$ cat config.mk
export PLATFORM = sky130hd
export DESIGN_NAME = rbz_spi_cmd_arbiter
export DESIGN_NICKNAME = d
export VERILOG_FILES = /design/src/rtl/rbz_spi_cmd_arbiter.sv
export SDC_FILE = /design/constraint.sdc
export NUM_CORES = 1
export LEC_CHECK = 0
export ABC_AREA = 1
export BUFFER_PORTS_ARGS = -buffer_cell sky130_fd_sc_hd__buf_2
export CORE_MARGIN = 8
export CORE_UTILIZATION = 58
export DETAILED_ROUTE_END_ITERATION = 8
export PLACE_DENSITY = 0.8
export REMOVE_ABC_BUFFERS = 1
export SYNTH_ARGS = -nofsm -noshare
export SYNTH_HDL_FRONTEND = slang
export SYNTH_SLANG_ARGS = --single-unit
$ cat constraint.sdc
create_clock -name i_clk -period 5.1 [get_ports i_clk]
set_clock_uncertainty 0.15 [all_clocks]
set_input_delay 1.02 -clock i_clk [delete_from_list [all_inputs] [get_ports i_clk]]
set_output_delay 1.02 -clock i_clk [all_outputs]
set_load 0.05 [all_outputs]
$ cat src/rtl/rbz_spi_cmd_arbiter.sv
// Arbitrates two command requesters onto rbzero's vector/register SPI slave ports and serialises MSB-first.
// Define RBZ_ARB_FIXED_PRIO_EN for strict req0 priority; default build is round-robin.
module rbz_spi_cmd_arbiter #(
  parameter int DATA_W   = 64,
  parameter int LEN_W    = 7,
  parameter int HALF_DIV = 2,
  parameter int GAP_CYC  = 4
) (
  input  logic              i_clk,
  input  logic              i_reset_n,
  input  logic              i_req0_valid,
  input  logic              i_req0_target,
  input  logic [LEN_W-1:0]  i_req0_len,
  input  logic [DATA_W-1:0] i_req0_data,
  output logic              o_req0_ack,
  input  logic              i_req1_valid,
  input  logic              i_req1_target,
  input  logic [LEN_W-1:0]  i_req1_len,
  input  logic [DATA_W-1:0] i_req1_data,
  output logic              o_req1_ack,
  output logic              o_vec_csb,
  output logic              o_vec_sclk,
  output logic              o_vec_mosi,
  output logic              o_reg_csb,
  output logic              o_reg_sclk,
  output logic              o_reg_mosi,
  output logic              o_busy,
  output logic              o_grant
);
  localparam int TMAX = (HALF_DIV > GAP_CYC + 1) ? HALF_DIV : GAP_CYC + 1;
  localparam int TW   = $clog2(TMAX + 1);

  typedef enum logic [1:0] {IDLE, LOW, HIGH, GAP} state_t;

  state_t            state_q, state_d;
  logic [TW-1:0]     tmr_q, tmr_d;
  logic [LEN_W-1:0]  bits_q, bits_d;
  logic [DATA_W-1:0] shreg_q, shreg_d;
  logic              tgt_q, tgt_d;
  logic              grant_q, grant_d;
  logic              last_grant_q, last_grant_d;
  logic              ack0_q, ack0_d, ack1_q, ack1_d;
  logic              vec_csb_q, vec_csb_d, vec_sclk_q, vec_sclk_d, vec_mosi_q, vec_mosi_d;
  logic              reg_csb_q, reg_csb_d, reg_sclk_q, reg_sclk_d, reg_mosi_q, reg_mosi_d;
  logic              csb_low_d, sclk_d, mosi_d;
  logic              any_req, gnt, sel_tgt;
  logic [LEN_W-1:0]  sel_len;
  logic [DATA_W-1:0] sel_data;

  function automatic logic [LEN_W-1:0] clamp_len(input logic [LEN_W-1:0] len);
    if (len > LEN_W'(DATA_W)) return LEN_W'(DATA_W);
    return len;
  endfunction

  // Right-justified payload moved so that bit len-1 sits in the MSB.
  function automatic logic [DATA_W-1:0] msb_align(input logic [DATA_W-1:0] data,
                                                  input logic [LEN_W-1:0]  len);
    return data << (DATA_W - int'(len));
  endfunction

  always_comb begin
    any_req = i_req0_valid | i_req1_valid;
`ifdef RBZ_ARB_FIXED_PRIO_EN
    gnt = ~i_req0_valid;
`else
    gnt = (i_req0_valid & i_req1_valid) ? ~last_grant_q : i_req1_valid;
`endif
    sel_tgt  = gnt ? i_req1_target : i_req0_target;
    sel_len  = clamp_len(gnt ? i_req1_len : i_req0_len);
    sel_data = gnt ? i_req1_data : i_req0_data;
  end

  always_comb begin
    state_d      = state_q;
    tmr_d        = tmr_q;
    bits_d       = bits_q;
    shreg_d      = shreg_q;
    tgt_d        = tgt_q;
    grant_d      = grant_q;
    last_grant_d = last_grant_q;
    ack0_d       = 1'b0;
    ack1_d       = 1'b0;
    csb_low_d    = 1'b0;
    sclk_d       = 1'b0;
    mosi_d       = 1'b0;
    case (state_q)
      IDLE: begin
        if (any_req) begin
          grant_d      = gnt;
          last_grant_d = gnt;
          tgt_d        = sel_tgt;
          ack0_d       = ~gnt;
          ack1_d       = gnt;
          if (sel_len == '0) begin
            // Empty command: the ack cycle plus GAP_CYC idle cycles.
            state_d = GAP;
            tmr_d   = TW'(GAP_CYC);
          end else begin
            state_d   = LOW;
            tmr_d     = TW'(HALF_DIV - 1);
            bits_d    = sel_len;
            shreg_d   = msb_align(sel_data, sel_len);
            csb_low_d = 1'b1;
            mosi_d    = shreg_d[DATA_W-1];
          end
        end
      end
      LOW: begin
        csb_low_d = 1'b1;
        mosi_d    = shreg_q[DATA_W-1];
        if (tmr_q == '0) begin
          state_d = HIGH;
          tmr_d   = TW'(HALF_DIV - 1);
          sclk_d  = 1'b1;
        end else begin
          tmr_d = tmr_q - 1'b1;
        end
      end
      HIGH: begin
        if (tmr_q != '0) begin
          csb_low_d = 1'b1;
          sclk_d    = 1'b1;
          mosi_d    = shreg_q[DATA_W-1];
          tmr_d     = tmr_q - 1'b1;
        end else if (bits_q > LEN_W'(1)) begin
          csb_low_d = 1'b1;
          mosi_d    = shreg_q[DATA_W-2];
          shreg_d   = shreg_q << 1;
          bits_d    = bits_q - 1'b1;
          state_d   = LOW;
          tmr_d     = TW'(HALF_DIV - 1);
        end else begin
          state_d = GAP;
          tmr_d   = TW'(GAP_CYC - 1);
        end
      end
      GAP: begin
        if (tmr_q == '0) state_d = IDLE;
        else             tmr_d   = tmr_q - 1'b1;
      end
      default: state_d = IDLE;
    endcase
    vec_csb_d  = ~(csb_low_d & ~tgt_d);
    vec_sclk_d = sclk_d & ~tgt_d;
    vec_mosi_d = mosi_d & ~tgt_d;
    reg_csb_d  = ~(csb_low_d & tgt_d);
    reg_sclk_d = sclk_d & tgt_d;
    reg_mosi_d = mosi_d & tgt_d;
  end

  always_ff @(posedge i_clk or negedge i_reset_n) begin
    if (!i_reset_n) begin
      state_q      <= IDLE;
      tmr_q        <= '0;
      bits_q       <= '0;
      tgt_q        <= 1'b0;
      grant_q      <= 1'b0;
      last_grant_q <= 1'b1;
      ack0_q       <= 1'b0;
      ack1_q       <= 1'b0;
      vec_csb_q    <= 1'b1;
      vec_sclk_q   <= 1'b0;
      vec_mosi_q   <= 1'b0;
      reg_csb_q    <= 1'b1;
      reg_sclk_q   <= 1'b0;
      reg_mosi_q   <= 1'b0;
    end else begin
      state_q      <= state_d;
      tmr_q        <= tmr_d;
      bits_q       <= bits_d;
      tgt_q        <= tgt_d;
      grant_q      <= grant_d;
      last_grant_q <= last_grant_d;
      ack0_q       <= ack0_d;
      ack1_q       <= ack1_d;
      vec_csb_q    <= vec_csb_d;
      vec_sclk_q   <= vec_sclk_d;
      vec_mosi_q   <= vec_mosi_d;
      reg_csb_q    <= reg_csb_d;
      reg_sclk_q   <= reg_sclk_d;
      reg_mosi_q   <= reg_mosi_d;
    end
  end

  // Payload shift register is pure data and is always reloaded before use.
  always_ff @(posedge i_clk) begin
    shreg_q <= shreg_d;
  end

  assign o_req0_ack = ack0_q;
  assign o_req1_ack = ack1_q;
  assign o_vec_csb  = vec_csb_q;
  assign o_vec_sclk = vec_sclk_q;
  assign o_vec_mosi = vec_mosi_q;
  assign o_reg_csb  = reg_csb_q;
  assign o_reg_sclk = reg_sclk_q;
  assign o_reg_mosi = reg_mosi_q;
  assign o_busy     = (state_q != IDLE);
  assign o_grant    = grant_q;
endmodule
# Yosys cells after proc, flatten, opt, wreduce, memory -nomap -nowiden
# Cells that the tools add are included.
[totals] input_bits=148 ff_bits=87 out_inout_bits=10 elab_cells=104
[op_classes] bitwise=13 n_addsub=3 mux=50 n_lt_le_gt_ge=2 eq_ne=10 n_reduce_logical=10 n_shift=1
[op_table] cell="two-way mux 64 bit" count=5
[op_table] cell="one-hot mux 64 bit (2 select lines)" count=1
[op_table] cell="left shift 64 x 32 -> 64 bit" count=1
[op_table] cell="two-way mux 7 bit" count=7
[op_table] cell="two-way mux 1 bit" count=19
[op_table] cell="two-way mux 3 bit" count=5
[op_table] cell="two-way mux 2 bit" count=7
[op_table] cell="inequality test 2 bit, second input constant" count=7
[op_table] cell="one-hot mux 7 bit (2 select lines)" count=1
[op_table] cell="one-hot mux 3 bit (4 select lines)" count=1
[op_table] cell="one-hot mux 2 bit (4 select lines)" count=1
[op_table] cell="subtractor 7 x 7 -> 8 bit, first input constant" count=1
[op_table] cell="bitwise AND 1 bit" count=7
[op_table] cell="> comparator 7 x 1 -> 1 bit, second input constant" count=1
[op_table] cell="> comparator 7 bit, second input constant" count=1
[op_table] cell="logical NOT 7 bit" count=1
[op_table] cell="subtractor 7 x 1 -> 7 bit, second input constant" count=1
[op_table] cell="one-hot mux 1 bit (3 select lines)" count=2
[op_table] cell="inverter 1 bit" count=5
[op_table] cell="AND reduction 5 bit" count=1
[op_table] cell="== test 2 bit, second input constant" count=2
[op_table] cell="AND reduction 2 bit" count=2
[op_table] cell="AND reduction 4 bit" count=1
[op_table] cell="nonzero test 2 bit" count=2
[op_table] cell="7 further kinds" count=7

# Longest topological paths before layout
# Gate-level depths: netlist of the first run.
[logic_depth] ltp_word=12 depth_mapped=25 depth_no_buf=22

# Worst setup path after synthesis of the first run
# No wires, ideal clock.
[synth_timing] kind="input-to-reg" start="input port i_req0_valid" end="register shreg_q[0] (enable)" n_path_buf=5 setup_ps=395 stages=15 slack_ps=852 t_required_ps=4555 arrival_time_ps=3703 cell_sequence="nand2_1 > buf_6 > nand3_4 > nand2_4 > buf_8 > nand2_4 > buf_4 > buf_6 > ha_1 > nand2_1 > nor2_2 > nand3_1 > nor2_1 > nor3_1 > buf_2"
[synth_via] elab_chain_cells=9 word_cells_on_any_way=11 cone_classes="order compare (1); eq/ne (2); mux (4); bitwise (2); reduce/logical (2)"
[synth_lines] element="start: declaration" line_no="11" rtl="input logic i_req0_valid,"
[synth_lines] element="bitwise AND 1 bit" line_no="66" rtl="gnt = (i_req0_valid & i_req1_valid) ? ~last_grant_q : i_req1_valid;"
[synth_lines] element="two-way mux 1 bit" line_no="66"
[synth_lines] element="two-way mux 7 bit" line_no="69" rtl="sel_len = clamp_len(gnt ? i_req1_len : i_req0_len);"
[synth_lines] element="> comparator 7 bit" line_no="51" rtl="if (len > LEN_W'(DATA_W)) return LEN_W'(DATA_W);"
[synth_lines] element="two-way mux 1 bit" line_no="51"
[synth_lines] element="two-way mux 7 bit" line_no="52" rtl="return len;"
[synth_lines] element="logical NOT 7 bit" line_no="94" rtl="if (sel_len == '0) begin"
[synth_lines] element="inequality test 2 bit (no line)"
[synth_lines] element="AND reduction 5 bit (no line) (*)"
[synth_lines] element="end signal: assignment" line_no="187" rtl="shreg_q <= shreg_d;"
[synth_lines] element="end: declaration" line_no="38" rtl="logic [DATA_W-1:0] shreg_q, shreg_d;"
# Every way passes the cells marked *; elsewhere a longest branch is shown, timed or not.
# A chain may end at the register's enable or synchronous reset.

# Worst setup path after layout of the first run
[layout_timing] start="input port i_req0_valid" end="register shreg_q[55], data pin"
[layout_via] elab_chain_cells=11 word_cells_on_any_way=12 cone_classes="add/sub (1); order compare (1); shift (1); mux (8); bitwise (1)"
[layout_lines] element="bitwise AND 1 bit (*)" line_no="66"
[layout_lines] element="two-way mux 1 bit (*)" line_no="66"
[layout_lines] element="two-way mux 7 bit" line_no="69"
[layout_lines] element="> comparator 7 bit" line_no="51"
[layout_lines] element="two-way mux 1 bit" line_no="51"
[layout_lines] element="two-way mux 7 bit" line_no="52"
[layout_lines] element="subtractor 7 x 7 -> 8 bit" line_no="58" rtl="return data << (DATA_W - int'(len));"
[layout_lines] element="left shift 64 x 32 -> 64 bit (*)" line_no="58"
[layout_lines] element="two-way mux 64 bit (*)" line_no="94"
[layout_lines] element="two-way mux 64 bit (*)" line_no="88" rtl="if (any_req) begin"
[layout_lines] element="one-hot mux 64 bit (2 select lines) (*)" line_no="86" rtl="case (state_q)"
[layout_lines] element="named net shreg_d[55]" line_no="38"
# Mark *: on every way through the listed nets, which the timed path passes. The rest lies on a longest branch. The select of a mux whose other input is x is not followed.

==> out/qor_table.md, run 1 <==
| Group | Metric | Value |
|---|---|---|
| outcome | Outcome | finished, final reports clean |
| cts | Hold-fix buffers, CTS | 0 |
| floorplan | Std cell rows | 45 |
| cts | Number of buffers on the longest clock path | 2 |
| sta | RSZ-0062 raised after global routing | no |
| synth | Mapped cell area | 8960 sq um |
| synth | Prevailing post-synth register cell | edfxtp_1 |
| cells and area | Area grow syn2layout | 10.5% |
| synth | Number of library cell types mapped by synthesis | 47 |
| sta | Fmax achieved | 0.230 GHz |
| route | Total via count in the routed design | 10191 |
| synth | Synthesis-stage register bit count | 87 |
| route | First-pass iteration count of the detailed router | 6 |
| cells and area | Nets | 1715 |
| placed design | Placed Cells incl. Taps | 1739 |
| route | Vias per inst | 5.81 |
| sta | Tcrit/Tclk final | 0.853 |
| hold path | Worst hold path class | register to register |
| critical path | Arrival @ worst endpoint | 4.39 ns |
| sta | Pins over their slew limit | 0 |
| hold path | Endpoint, Worst Hold | last_grant_q |
| cells and area | Filler-free cell count of the finished design | 1755 |
| critical path | Reg2Reg Launch Point | last_grant_q |
| route | Wire length per cell after detailed routing | 16.9 um |
| placed design | Number of buffers inserted by port buffering | 157 |
| critical path | R2R Path End | shreg_q[55] |
| cells and area | Commonest non-fill, non-tap cells in the layout | nand2_1, nand3_1, buf_2 |
| placed design | Half-perimeter wire length after placement | 22800 um |
| cts | Number of H-tree levels | 3 |
| synth | Fraction of the yosys area taken by sequential cells | 0.279 |
| hold path | Hold path depth | 2 |
| synth | Cell count after synthesis | 1476 |
| cts | Worst-Skew Late Latency | 0.35 ns |
| cts | CTS tree | yes |
| cts | Clock Sink Count | 87 |
| route | Iteration-0 DRC Markers | 1074 |
| hold path | Startpoint of the lowest-slack hold path | last_grant_q |
| critical path | Required @ worst endpoint | 5.14 ns |
| critical path | Type of element capturing the critical path | register |
| floorplan | Initial standard-cell utilization of the core | 0.591 |
| synth | Average cell area after synthesis | 6.07 sq um |
| sta | Period minus WS final | 4.35 ns |
| route | Routed Antenna Nets | 0 |
| sta | Rel. slew slack | 0.210 |
| pwr | PwrDens | 590 nW/um^2 |
| pwr | Static leakage power | 4.95 nW |
| synth | EDFF count, synth | 64 |
| cells and area | Share of post-route cells with drive strength above 1 | 0.148 |
| pwr | Worst IR Drop VDD | 0.292 mV |
| floorplan | Core Box Area | 15100 sq um |
| route | DRC violations left | 0 |
| synth | Synth warn | 0 |
| global routing | Initial antenna violation count | 0 |
| placed design | Routability congestion estimate from global placement | 1.01 |
| sta | Final setup viols | 0 |
| floorplan | Die Span Y | 140 um |
| synth | Proportion of register bits with asynchronous set or reset after synthesis | 0.264 |
| run | Number of max-capacitance violations reported | 0 |
| synth | Cell taking the most area after synthesis | nand2_1 |
| critical path | Worst setup path class | input port to register |
| floorplan | Overall die width | 140 um |
| synth | Cells taking the most area after synthesis | nand2_1, edfxtp_1, nand3_1, o21ai_1, dfrtp_1 |
| floorplan | Boundary Pins | 158 |
| route | Wire length reported by the detailed router | 29700 um |
| cts | CTS resizes | 0 |
| cells and area | Fillers | 1508 |
| cts | Number of buffers added by the clock tree synthesis step | 9 |
| global routing | Total grt overflow | 0 |
| global routing | Pin count of the biggest net entering global routing | 87 |
| global routing | First-pass GRT wire length | 48000 um |
| cells and area | Most common cell after layout, fill and taps aside | nand2_1 |
| critical path | Setup slack, reg-to-reg | 1.11 ns |
| global routing | Global-route usage over all layers | 0.301 |
| global routing | Number of global-route vias before repair | 9460 |
| cells and area | Utilization of the core after routing | 0.653 |
| sta | Number of endpoints with negative hold slack in the final report | 0 |
| floorplan | Total Die Area | 19700 sq um |
| critical path | Launching element type of the critical path | input port |
| cts | Post-CTS setup-driven buffer insertion count | 0 |
| synth | Share of the synthesized area in the top cell type | 0.261 |
| critical path | Critical path fanouts, max | 28 |
| cells and area | Number of antenna diodes | 0 |
| critical path | Worst Reg2Reg Path Length in Cells | 16 |
| cts | Root cell of the clock tree | clkbuf_16 |
| cts | Clk slew on worst S/H paths | 0.08 ns |
| sta | Transition time at the pin with the least slew margin | 1.18 ns |
[metal layers]
metal / vias up / routed length (um) / global-route usage
li1: 5057 / - / -
met1: 4531 / 12500 / 0.388
met2: 510 / 13200 / 0.476
met3: 93 / 2530 / 0.0530
met4: 0 / 1500 / 0.155
met5: - / 0 / 0
[critical path: stages]
cell      delay (ns)
buf_2           0.11
nand2_1         0.09
buf_4           0.31
nand3_1         0.20
nand2_4         0.11
buf_4           0.30
nand2_4         0.10
ha_2            0.22
nand2_1         0.10
nor2_2          0.06
nand3_1         0.15
o211ai_2        0.15
nor2_1          0.92
nand3_1         0.32
o211ai_1        0.20
[registers in the layout (all words and copies together), names as in the netlist]
register and count:
tgt_q 1, last_grant_q 1, o_vec_csb 1, o_reg_sclk 1, state_q 2, bits_q 7, o_grant 1, o_req1_ack 1
shreg_q 64, o_reg_csb 1, o_vec_mosi 1, o_req0_ack 1, o_vec_sclk 1, o_reg_mosi 1, tmr_q 3
[power breakdown]
group          internal, mW  switching [mW]  leakage [nW]
sequential             1.25           0.109         0.892
combinational          1.12            2.70          3.92
clock                 0.346           0.322         0.140
total                  2.71            3.13          4.95
[Yosys cell counts (all sizes together), types with 3 or more instances]
master and count:
a21oi 24, a31oi 5, and2 4, buf 82, clkbuf 20, dfrtp 20
dfstp 3, edfxtp 64, ha 5, inv 90, mux2i 7, nand2 633
nand3 219, nand3b 4, nor2 52, nor3 3, o211ai 29, o21a 3
o21ai 184, or2 9, xor2 3
[per-stage QoR]
| step | hold slack (ns) | setup slack [ns] | instance area (sq um) | power, mW | setup TNS (ns) |
|---|---|---|---|---|---|
| 2_1_floorplan | 0.293 | -5.07 | 8340 | 3.96 | -425.26 |
| 3_3_place_gp | 0.307 | 0.609 | 9600 | 5.07 | 0 |
| 3_5_place_dp | 0.313 | 0.551 | 9600 | 5.08 | 0 |
| 4_1_cts | 0.321 | 0.923 | 9900 | 5.75 | 0 |
| 5_1_grt | 0.332 | 0.602 | 9900 | 6.29 | 0 |
| 6_report | 0.322 | 0.750 | 9900 | 5.84 | 0 |
[cell families after synthesis]
group / after synthesis / synth area share
AND/OR/NAND/NOR: 924 / 0.434
flip-flops: 87 / 0.279
multiplexers: 8 / 0.00992
adder cells (fa/ha/maj): 5 / 0.00699
XOR/XNOR: 3 / 0.00293
buffers and inverters: 192 / 0.107
AO/OA/AOI/OAI: 257 / 0.159
[how the worst max path moves through the flow]
stage,startpoint,to,cells past startpoint,slack [ns]
final,i_req0_valid,shreg_q[55],15,0.75
after global routing,i_req0_valid,shreg_q[61],17,0.60
after CTS,i_req0_valid,shreg_q[55],15,0.92
after detailed placement,i_req0_valid,shreg_q[55],15,0.55
after global placement,i_req0_valid,shreg_q[55],15,0.61
after floorplan,i_req0_valid,bits_q[2],13,-5.07
[area by class of cell]
cell class,count,area [sq um],area share
multi-input combinational,1197,5510,0.557
clock buffer,9,225,0.0228
tap,188,235,0.0238
clock inverter,7,73.8,0.00746
timing repair buffer,177,1010,0.102
inverter,90,340,0.0344
sequential,87,2500,0.253
(Power assumes the default switching activity.)
==> inputs of run 2 (changes only) <==
--- a/config.mk
+++ b/config.mk
@@ -7,7 +7,7 @@
 export LEC_CHECK = 0
 export ABC_AREA = 1
 export BUFFER_PORTS_ARGS = -buffer_cell sky130_fd_sc_hd__buf_2
-export CORE_MARGIN = 8
+export CORE_MARGIN = 2
 export CORE_UTILIZATION = 58
 export DETAILED_ROUTE_END_ITERATION = 8
 export PLACE_DENSITY = 0.8
==> out/qor_table.md, run 2 (synthesized netlist as in run 1, its figures left out) <==
| Group | Metric | Value | Change |
|---|---|---|---|
| cts | Worst-Skew Late Latency | 0.36 ns | was 0.35 ns |
| floorplan | Die Span Y | 128 um | was 140 um |
| floorplan | Initial standard-cell utilization of the core | 0.591 | unchanged |
| sta | Tcrit/Tclk final | 0.888 | was 0.853 |
| floorplan | Boundary Pins | 158 | unchanged |
| critical path | Crit-path cells | buf_2 -> nand2_1 -> buf_4 -> buf_4 -> nand3_4 -> nand2_4 -> nand2_4 -> buf_4 -> inv_2 -> nand2_1 -> nand2_1 -> nor2_1 -> nor2_1 -> o21ai_0 -> o21ai_0 -> o211ai_1 -> nand3_1 | was buf_2 -> nand2_1 -> buf_4 -> nand3_1 -> nand2_4 -> buf_4 -> nand2_4 -> ha_2 -> nand2_1 -> nor2_2 -> nand3_1 -> o211ai_2 -> nor2_1 -> nand3_1 -> o211ai_1 |
| cells and area | Max FFs per register | 64 | unchanged |
| pwr | Proportion of power drawn by flip-flops and latches | 0.236 | was 0.233 |
| pwr | Logic gate share of total power | 0.650 | was 0.653 |
| pwr | Fraction of power consumed by the clock network | 0.115 | was 0.114 |
| global routing | Initial antenna violation count | 0 | unchanged |
| floorplan | Overall die width | 128 um | was 140 um |
| cts | Clock Sink Count | 87 | unchanged |
| route | Total met3 wirelength after detailed routing | 2740 um | was 2530 um |
| global routing | First-pass GRT wire length | 45900 um | was 48000 um |
| critical path | Critical Path End | shreg_q[49] | was shreg_q[55] |
| sta | Rel. slew slack | 0.162 | was 0.210 |
| cts | Number of buffers on the longest clock path | 2 | unchanged |
| route | Total via count in the routed design | 10077 | was 10191 |
| cts | Number of buffers added by the clock tree synthesis step | 9 | unchanged |
| route | First-pass iteration count of the detailed router | 7 | was 6 |
| route | Post-route met1 wirelength | 12400 um | was 12500 um |
| placed design | Routability congestion estimate from global placement | 1.02 | was 1.01 |
| sta | Fmax achieved | 0.221 GHz | was 0.230 GHz |
| cts | CTS tree | yes | unchanged |
| sta | Transition time at the pin with the least slew margin | 1.25 ns | was 1.18 ns |
| route | DRC violations left | 0 | unchanged |
| critical path | Reg2Reg Launch Point | last_grant_q | unchanged |
| outcome | Outcome | finished, final reports clean | unchanged |
| critical path | Arrival @ worst endpoint | 4.44 ns | was 4.39 ns |
| placed design | Half-perimeter wire length after placement | 21500 um | was 22800 um |
| cts | Post-CTS setup-driven buffer insertion count | 0 | unchanged |
| floorplan | Std cell rows | 45 | unchanged |
| sta | Period minus WS final | 4.53 ns | was 4.35 ns |
| pwr | Power, Total | 5.79 mW | was 5.84 mW |
| critical path | R2R Path End | shreg_q[49] | was shreg_q[55] |
| pwr | Worst IR Drop VDD | 0.349 mV | was 0.292 mV |
| run | Number of max-capacitance violations reported | 0 | unchanged |
| route | WL met2 | 12700 um | was 13200 um |
| sta | RSZ-0062 raised after global routing | no | unchanged |
| placed design | Worst setup slack after placement | 0.329 ns | was 0.551 ns |
| route | Wire length per cell after detailed routing | 16.3 um | was 16.9 um |
| sta | Worst Slack Setup Final | 0.571 ns | was 0.750 ns |
| critical path | Buffers plus inverters on the worst setup path | 5 | was 3 |
| route | Routed Antenna Nets | 0 | unchanged |
| critical path | Slowest cell delay on critical path | 0.60 ns | was 0.92 ns |
| cts | Number of H-tree levels | 3 | unchanged |
| critical path | Cell depth of the worst setup path | 17 | was 15 |
| cts | Hold-fix buffers, CTS | 0 | unchanged |
| critical path | Required @ worst endpoint | 5.01 ns | was 5.14 ns |
| critical path | Slowest cell on the critical path | buf_4 | was nor2_1 |
| route | Vias per inst | 5.75 | was 5.81 |
| cells and area | Post-route design area | 9840 sq um | was 9900 sq um |
| global routing | Global-route usage over all layers | 0.353 | was 0.301 |
| cells and area | Register with the most flip-flops | shreg_q | unchanged |
| cells and area | Commonest non-fill, non-tap cells in the layout | nand2_1, nand3_1, buf_2 | unchanged |
| critical path | Kind of cell with the highest combined delay on the critical path | buffers and inverters | was simple AND/OR/NAND/NOR gates |
| cells and area | Number of antenna diodes | 0 | unchanged |
| cells and area | Largest registers | shreg_q x64, bits_q x7, tmr_q x3 | unchanged |
| pwr | PwrDens | 589 nW/um^2 | was 590 nW/um^2 |
| sta | Setup tns final | 0 ns | unchanged |
| route | Wire length reported by the detailed router | 28600 um | was 29700 um |
| cells and area | Share of post-route cells with drive strength above 1 | 0.148 | about the same |
| cells and area | Area grow syn2layout | 9.84% | was 10.5% |
| cts | Clk slew on worst S/H paths | 0.07 ns | was 0.08 ns |
| pwr | Cell internal pwr | 2.67 mW | was 2.71 mW |
| route | Highest metal used | met4 | unchanged |
| critical path | Timing startpoint of the critical path | i_req0_valid | unchanged |
| sta | Smallest hold slack | 0.332 ns | was 0.322 ns |
| pwr | Static leakage power | 4.93 nW | was 4.95 nW |
| floorplan | Core Box Area | 15100 sq um | unchanged |
| placed design | Number of buffers inserted by port buffering | 157 | unchanged |
| cells and area | Most common cell after layout, fill and taps aside | nand2_1 | unchanged |
| cts | CTS resizes | 0 | unchanged |
| critical path | Critical path fanouts, max | 86 | was 28 |
| pwr | Switching fraction of total power | 0.538 | was 0.535 |
| placed design | Dpl cell area | 9540 sq um | was 9600 sq um |
| sta | Number of endpoints with negative hold slack in the final report | 0 | unchanged |
| cells and area | Nets | 1714 | was 1715 |
| sta | Final setup viols | 0 | unchanged |
| critical path | Setup slack, reg-to-reg | 0.79 ns | was 1.11 ns |
| pwr | Net switching power figure | 3.12 mW | was 3.13 mW |
| critical path | Worst setup path class | input port to register | unchanged |
| route | Iteration-0 DRC Markers | 1051 | was 1074 |
| hold path | Worst hold path class | register to register | unchanged |
| floorplan | Total Die Area | 16500 sq um | was 19700 sq um |
| sta | Pins over their slew limit | 0 | unchanged |
| critical path | Launching element type of the critical path | input port | unchanged |
| cts | Root cell of the clock tree | clkbuf_16 | unchanged |
| critical path | Worst Reg2Reg Path Length in Cells | 16 | unchanged |
| global routing | Total grt overflow | 0 | unchanged |
| global routing | Number of global-route vias before repair | 9113 | was 9460 |
| cells and area | Fillers | 1534 | was 1508 |
| critical path | Type of element capturing the critical path | register | unchanged |
| global routing | Pin count of the biggest net entering global routing | 87 | unchanged |
-- run 2: cell count changes in the layout (fill, tap and decap cells not counted) --
cell	change
clkinvlp_4	-1
buf_12	-4
inv_6	+2
buf_4	+3
inv_8	-1
-- run 2: worst min path at each step --
stage,startpoint,end,depth (start not counted)
floorplan,last_grant_q,last_grant_q,2
global placement,last_grant_q,last_grant_q,2
detailed placement,o_grant,o_grant,2
CTS,last_grant_q,last_grant_q,2
global route,last_grant_q,last_grant_q,2
finish,last_grant_q,last_grant_q,2
-- run 2: per-stage QoR --
stage	std cells	utilization
2_1_floorplan	1374	-
3_3_place_gp	1738	0.630
3_5_place_dp	1738	0.630
4_1_cts	1754	0.649
5_1_grt	1754	0.649
6_report	1754	0.649
-- run 2: cell type report --
class                      instances  area (sq um)  area share
inverter                          90           340      0.0346
clock buffer                       9           225      0.0229
multi-input combinational       1197          5510       0.560
clock inverter                     7          72.6     0.00738
timing repair buffer             176           953      0.0969
sequential                        87          2500       0.254
tap                              188           235      0.0239
-- run 2: power groups by stage --
stage	registers (mW)	clock network, mW	logic, mW
floorplan	1.47	0	2.48
global placement	1.37	0	3.64
detailed placement	1.38	0	3.65
CTS	1.36	0.669	3.67
global route	1.39	0.691	4.16
finish	1.37	0.664	3.76
-- run 2: layer usage --
| layer | up-vias | GRT usage |
|---|---|---|
| met4 | 0 | 0.112 |
| met2 | 502 | 0.565 |
| met3 | 44 | 0.0626 |
| met1 | 4473 | 0.485 |
| li1 | 5058 | - |
| met5 | - | 0 |
-- run 2: worst min-delay path, cell delays in order (launching register included) --
cell	delay [ns]
dfstp_2	0.38
nand2_1	0.06
nand2_1	0.05
==> inputs of run 3 (changes only) <==
--- a/config.mk
+++ b/config.mk
@@ -8,9 +8,10 @@
 export ABC_AREA = 1
 export BUFFER_PORTS_ARGS = -buffer_cell sky130_fd_sc_hd__buf_2
 export CORE_MARGIN = 2
-export CORE_UTILIZATION = 58
+export CORE_UTILIZATION = 59
+export CTS_BUF_LIST = sky130_fd_sc_hd__clkbuf_8
 export DETAILED_ROUTE_END_ITERATION = 8
-export PLACE_DENSITY = 0.8
+export PLACE_DENSITY = 0.82
 export REMOVE_ABC_BUFFERS = 1
 export SYNTH_ARGS = -nofsm -noshare
 export SYNTH_HDL_FRONTEND = slang
==> out/qor_table.md, run 3 (synthesized netlist as in run 1, its figures left out) <==
| Group | Metric | Value | Change |
|---|---|---|---|
| sta | Final setup viols | 0 | unchanged |
| global routing | M3 GR Usage | 0.0477 | was 0.0626 |
| placed design | Number of buffers inserted by port buffering | 157 | unchanged |
| global routing | Global-route usage over all layers | 0.361 | was 0.353 |
| pwr | Switching fraction of total power | 0.549 | was 0.538 |
| cells and area | Largest registers | shreg_q x64, bits_q x7, tmr_q x3 | unchanged |
| outcome | Outcome | finished, final reports clean | unchanged |
| cells and area | Share of post-route cells with drive strength above 1 | 0.151 | was 0.148 |
| critical path | Slowest cell on the critical path | inv_2 | was buf_4 |
| route | Wire length reported by the detailed router | 29200 um | was 28600 um |
| floorplan | Boundary Pins | 158 | unchanged |
| critical path | Critical path fanouts, max | 29 | was 86 |
| cts | Number of buffers on the longest clock path | 2 | unchanged |
| sta | RSZ-0062 raised after global routing | no | unchanged |
| cells and area | Register with the most flip-flops | shreg_q | unchanged |
| critical path | Crit-path cells | buf_2 -> nand2_1 -> buf_4 -> nand3_1 -> nand2_4 -> nor2_2 -> nand3_2 -> nand2_2 -> nand2_1 -> ha_2 -> nand2_1 -> nor2_2 -> nand3_1 -> o211ai_2 -> buf_4 -> nor2_4 -> inv_2 -> o21ai_0 -> nand2_1 -> nand2_1 | was buf_2 -> nand2_1 -> buf_4 -> buf_4 -> nand3_4 -> nand2_4 -> nand2_4 -> buf_4 -> inv_2 -> nand2_1 -> nand2_1 -> nor2_1 -> nor2_1 -> o21ai_0 -> o21ai_0 -> o211ai_1 -> nand3_1 |
| critical path | Arrival @ worst endpoint | 4.22 ns | was 4.44 ns |
| cts | Clk slew on worst S/H paths | 0.11 ns | was 0.07 ns |
| floorplan | Std cell rows | 45 | unchanged |
| cts | CTS tree | yes | unchanged |
| hold path | Hold path depth | 2 | unchanged |
| critical path | Worst path most repeated cell | nand2_1 |  |
| sta | Worst Slack Setup Final | 0.886 ns | was 0.571 ns |
| hold path | Startpoint of the lowest-slack hold path | last_grant_q | unchanged |
| critical path | Type of element capturing the critical path | register | unchanged |
| route | Wire length per cell after detailed routing | 16.6 um | was 16.3 um |
| cells and area | Area grow syn2layout | 9.51% | was 9.84% |
| cells and area | Number of antenna diodes | 0 | unchanged |
| route | DRC violations left | 0 | unchanged |
| placed design | Half-perimeter wire length after placement | 22000 um | was 21500 um |
| route | Iteration-0 DRC Markers | 1103 | was 1051 |
| global routing | First-pass GRT wire length | 46700 um | was 45900 um |
| sta | Tcrit/Tclk final | 0.826 | was 0.888 |
| route | Vias per inst | 5.84 | was 5.75 |
| critical path | Slowest cell delay on critical path | 0.40 ns | was 0.60 ns |
| cells and area | Max FFs per register | 64 | unchanged |
| global routing | Met1 Track Usage GR | 0.479 | was 0.485 |
| placed design | Dpl cell area | 9610 sq um | was 9540 sq um |
| sta | Fmax achieved | 0.237 GHz | was 0.221 GHz |
| sta | Pins over their slew limit | 0 | unchanged |
| critical path | Buffers plus inverters on the worst setup path | 4 | was 5 |
| critical path | Required @ worst endpoint | 5.10 ns | was 5.01 ns |
| cts | CTS resizes | 0 | unchanged |
| floorplan | Core Box Area | 15000 sq um | was 15100 sq um |
| pwr | Proportion of power drawn by flip-flops and latches | 0.240 | was 0.236 |
| critical path | Launching element type of the critical path | input port | unchanged |
| route | First-pass iteration count of the detailed router | 8 | was 7 |
| run | Number of max-capacitance violations reported | 0 | unchanged |
| pwr | Static leakage power | 4.93 nW | about the same |
| critical path | Worst setup path class | input port to register | unchanged |
| global routing | Number of global-route vias before repair | 9448 | was 9113 |
| global routing | GR peak layer | met2 | unchanged |
| cts | Worst-Skew Late Latency | 0.39 ns | was 0.36 ns |
| cells and area | Post-route design area | 9810 sq um | was 9840 sq um |
| global routing | Met2 Track Usage GR | 0.607 | was 0.565 |
| cts | Post-CTS setup-driven buffer insertion count | 0 | unchanged |
| pwr | Logic gate share of total power | 0.671 | was 0.650 |
| cts | Number of buffers added by the clock tree synthesis step | 9 | unchanged |
| hold path | Worst hold path class | register to register | unchanged |
| critical path | Kind of cell with the highest combined delay on the critical path | simple AND/OR/NAND/NOR gates | was buffers and inverters |
| pwr | PwrDens | 577 nW/um^2 | was 589 nW/um^2 |
| sta | Period minus WS final | 4.21 ns | was 4.53 ns |
| sta | Transition time at the pin with the least slew margin | 1.13 ns | was 1.25 ns |
| pwr | Fraction of power consumed by the clock network | 0.089 | was 0.115 |
| cells and area | Most common cell after layout, fill and taps aside | nand2_1 | unchanged |
| sta | Number of endpoints with negative hold slack in the final report | 0 | unchanged |
| cells and area | Commonest non-fill, non-tap cells in the layout | nand2_1, nand3_1, buf_2 | unchanged |
| floorplan | Initial standard-cell utilization of the core | 0.596 | was 0.591 |
| route | Routed Antenna Nets | 0 | unchanged |
| pwr | Worst IR Drop VDD | 0.282 mV | was 0.349 mV |
| critical path | Reg2Reg Launch Point | last_grant_q | unchanged |
| placed design | Routability congestion estimate from global placement | 1.03 | was 1.02 |
| cts | Root cell of the clock tree | clkbuf_8 | was clkbuf_16 |
| critical path | Timing startpoint of the critical path | i_req0_valid | unchanged |
| critical path | Setup slack, reg-to-reg | 1.11 ns | was 0.79 ns |
| placed design | Worst setup slack after placement | 0.590 ns | was 0.329 ns |
| critical path | R2R Path End | shreg_q[47] | was shreg_q[49] |
| global routing | Initial antenna violation count | 0 | unchanged |
| global routing | Total grt overflow | 0 | unchanged |
| cts | Clock Sink Count | 87 | unchanged |
| global routing | Pin count of the biggest net entering global routing | 87 | unchanged |
| floorplan | Die Span Y | 127 um | was 128 um |
| route | Total via count in the routed design | 10273 | was 10077 |
| hold path | Endpoint, Worst Hold | last_grant_q | unchanged |
| pwr | Cell internal pwr | 2.55 mW | was 2.67 mW |
| floorplan | Total Die Area | 16200 sq um | was 16500 sq um |
| sta | Rel. slew slack | 0.242 | was 0.162 |
| cts | Number of H-tree levels | 3 | unchanged |
| floorplan | Overall die width | 127 um | was 128 um |
| pwr | Net switching power figure | 3.10 mW | was 3.12 mW |
| cts | Hold-fix buffers, CTS | 0 | unchanged |
| critical path | Worst Reg2Reg Path Length in Cells | 18 | was 16 |
| cells and area | Nets | 1720 | was 1714 |
[run 3: changes by cell type in the layout (fill, tap and decap cells not counted), sizes merged]
cell | previous run | this run
clkinv | 2 | 3
inv | 94 | 93
buf | 176 | 182
[run 3: worst max-delay path by stage]
| stage | endpoint | slack (ns) | cells after the start |
|---|---|---|---|
| floorplan | bits_q[2] | -5.07 | 13 |
| global placement | shreg_q[43] | 0.65 | 13 |
| detailed placement | shreg_q[53] | 0.59 | 20 |
| CTS | shreg_q[59] | 0.98 | 21 |
| global route | shreg_q[59] | 0.57 | 21 |
| finish | shreg_q[43] | 0.89 | 20 |
[run 3: area by class of cell]
class / count / area [sq um]
Clock inverter: 7 / 75.1
Fill cell: 1460 / 5230
Clock buffer: 9 / 124
Sequential cell: 87 / 2500
Inverter: 90 / 340
Multi-Input combinational cell: 1197 / 5510
Timing Repair Buffer: 182 / 1020
Tap cell: 188 / 235
[run 3: power by group through the flow]
stage / logic, mW / clock network, mW / registers (mW)
after global routing: 4.20 / 0.521 / 1.39
final: 3.80 / 0.502 / 1.36
after floorplan: 2.48 / 0 / 1.47
after CTS: 3.71 / 0.498 / 1.36
after detailed placement: 3.69 / 0 / 1.37
after global placement: 3.68 / 0 / 1.36
[run 3: worst register-to-register path: cells and delay by family (launching register included)]
family / cells / cell delay (ns)
flip-flops: 1 / 0.55
buffers and inverters: 3 / 0.99
AO/OA/AOI/OAI: 2 / 0.34
adder cells (fa/ha/maj): 1 / 0.34
AND/OR/NAND/NOR: 12 / 1.37
[run 3: through the flow]
stage | total power, mW | instances | hold WS, ns | setup TNS (ns) | utilization
2_1_floorplan | 3.96 | 1374 | 0.293 | -425.26 | -
5_1_grt | 6.11 | 1760 | 0.347 | 0 | 0.652
3_3_place_gp | 5.04 | 1744 | 0.303 | 0 | 0.639
3_5_place_dp | 5.06 | 1744 | 0.307 | 0 | 0.639
6_report | 5.66 | 1760 | 0.324 | 0 | 0.652
4_1_cts | 5.56 | 1760 | 0.323 | 0 | 0.652
[run 3: per-layer routing]
layer  share of wire  up-vias
met1            0.42     4581
met4           0.031        0
li1                -     5065
met3           0.090       59
met2            0.46      568
met5               0        -
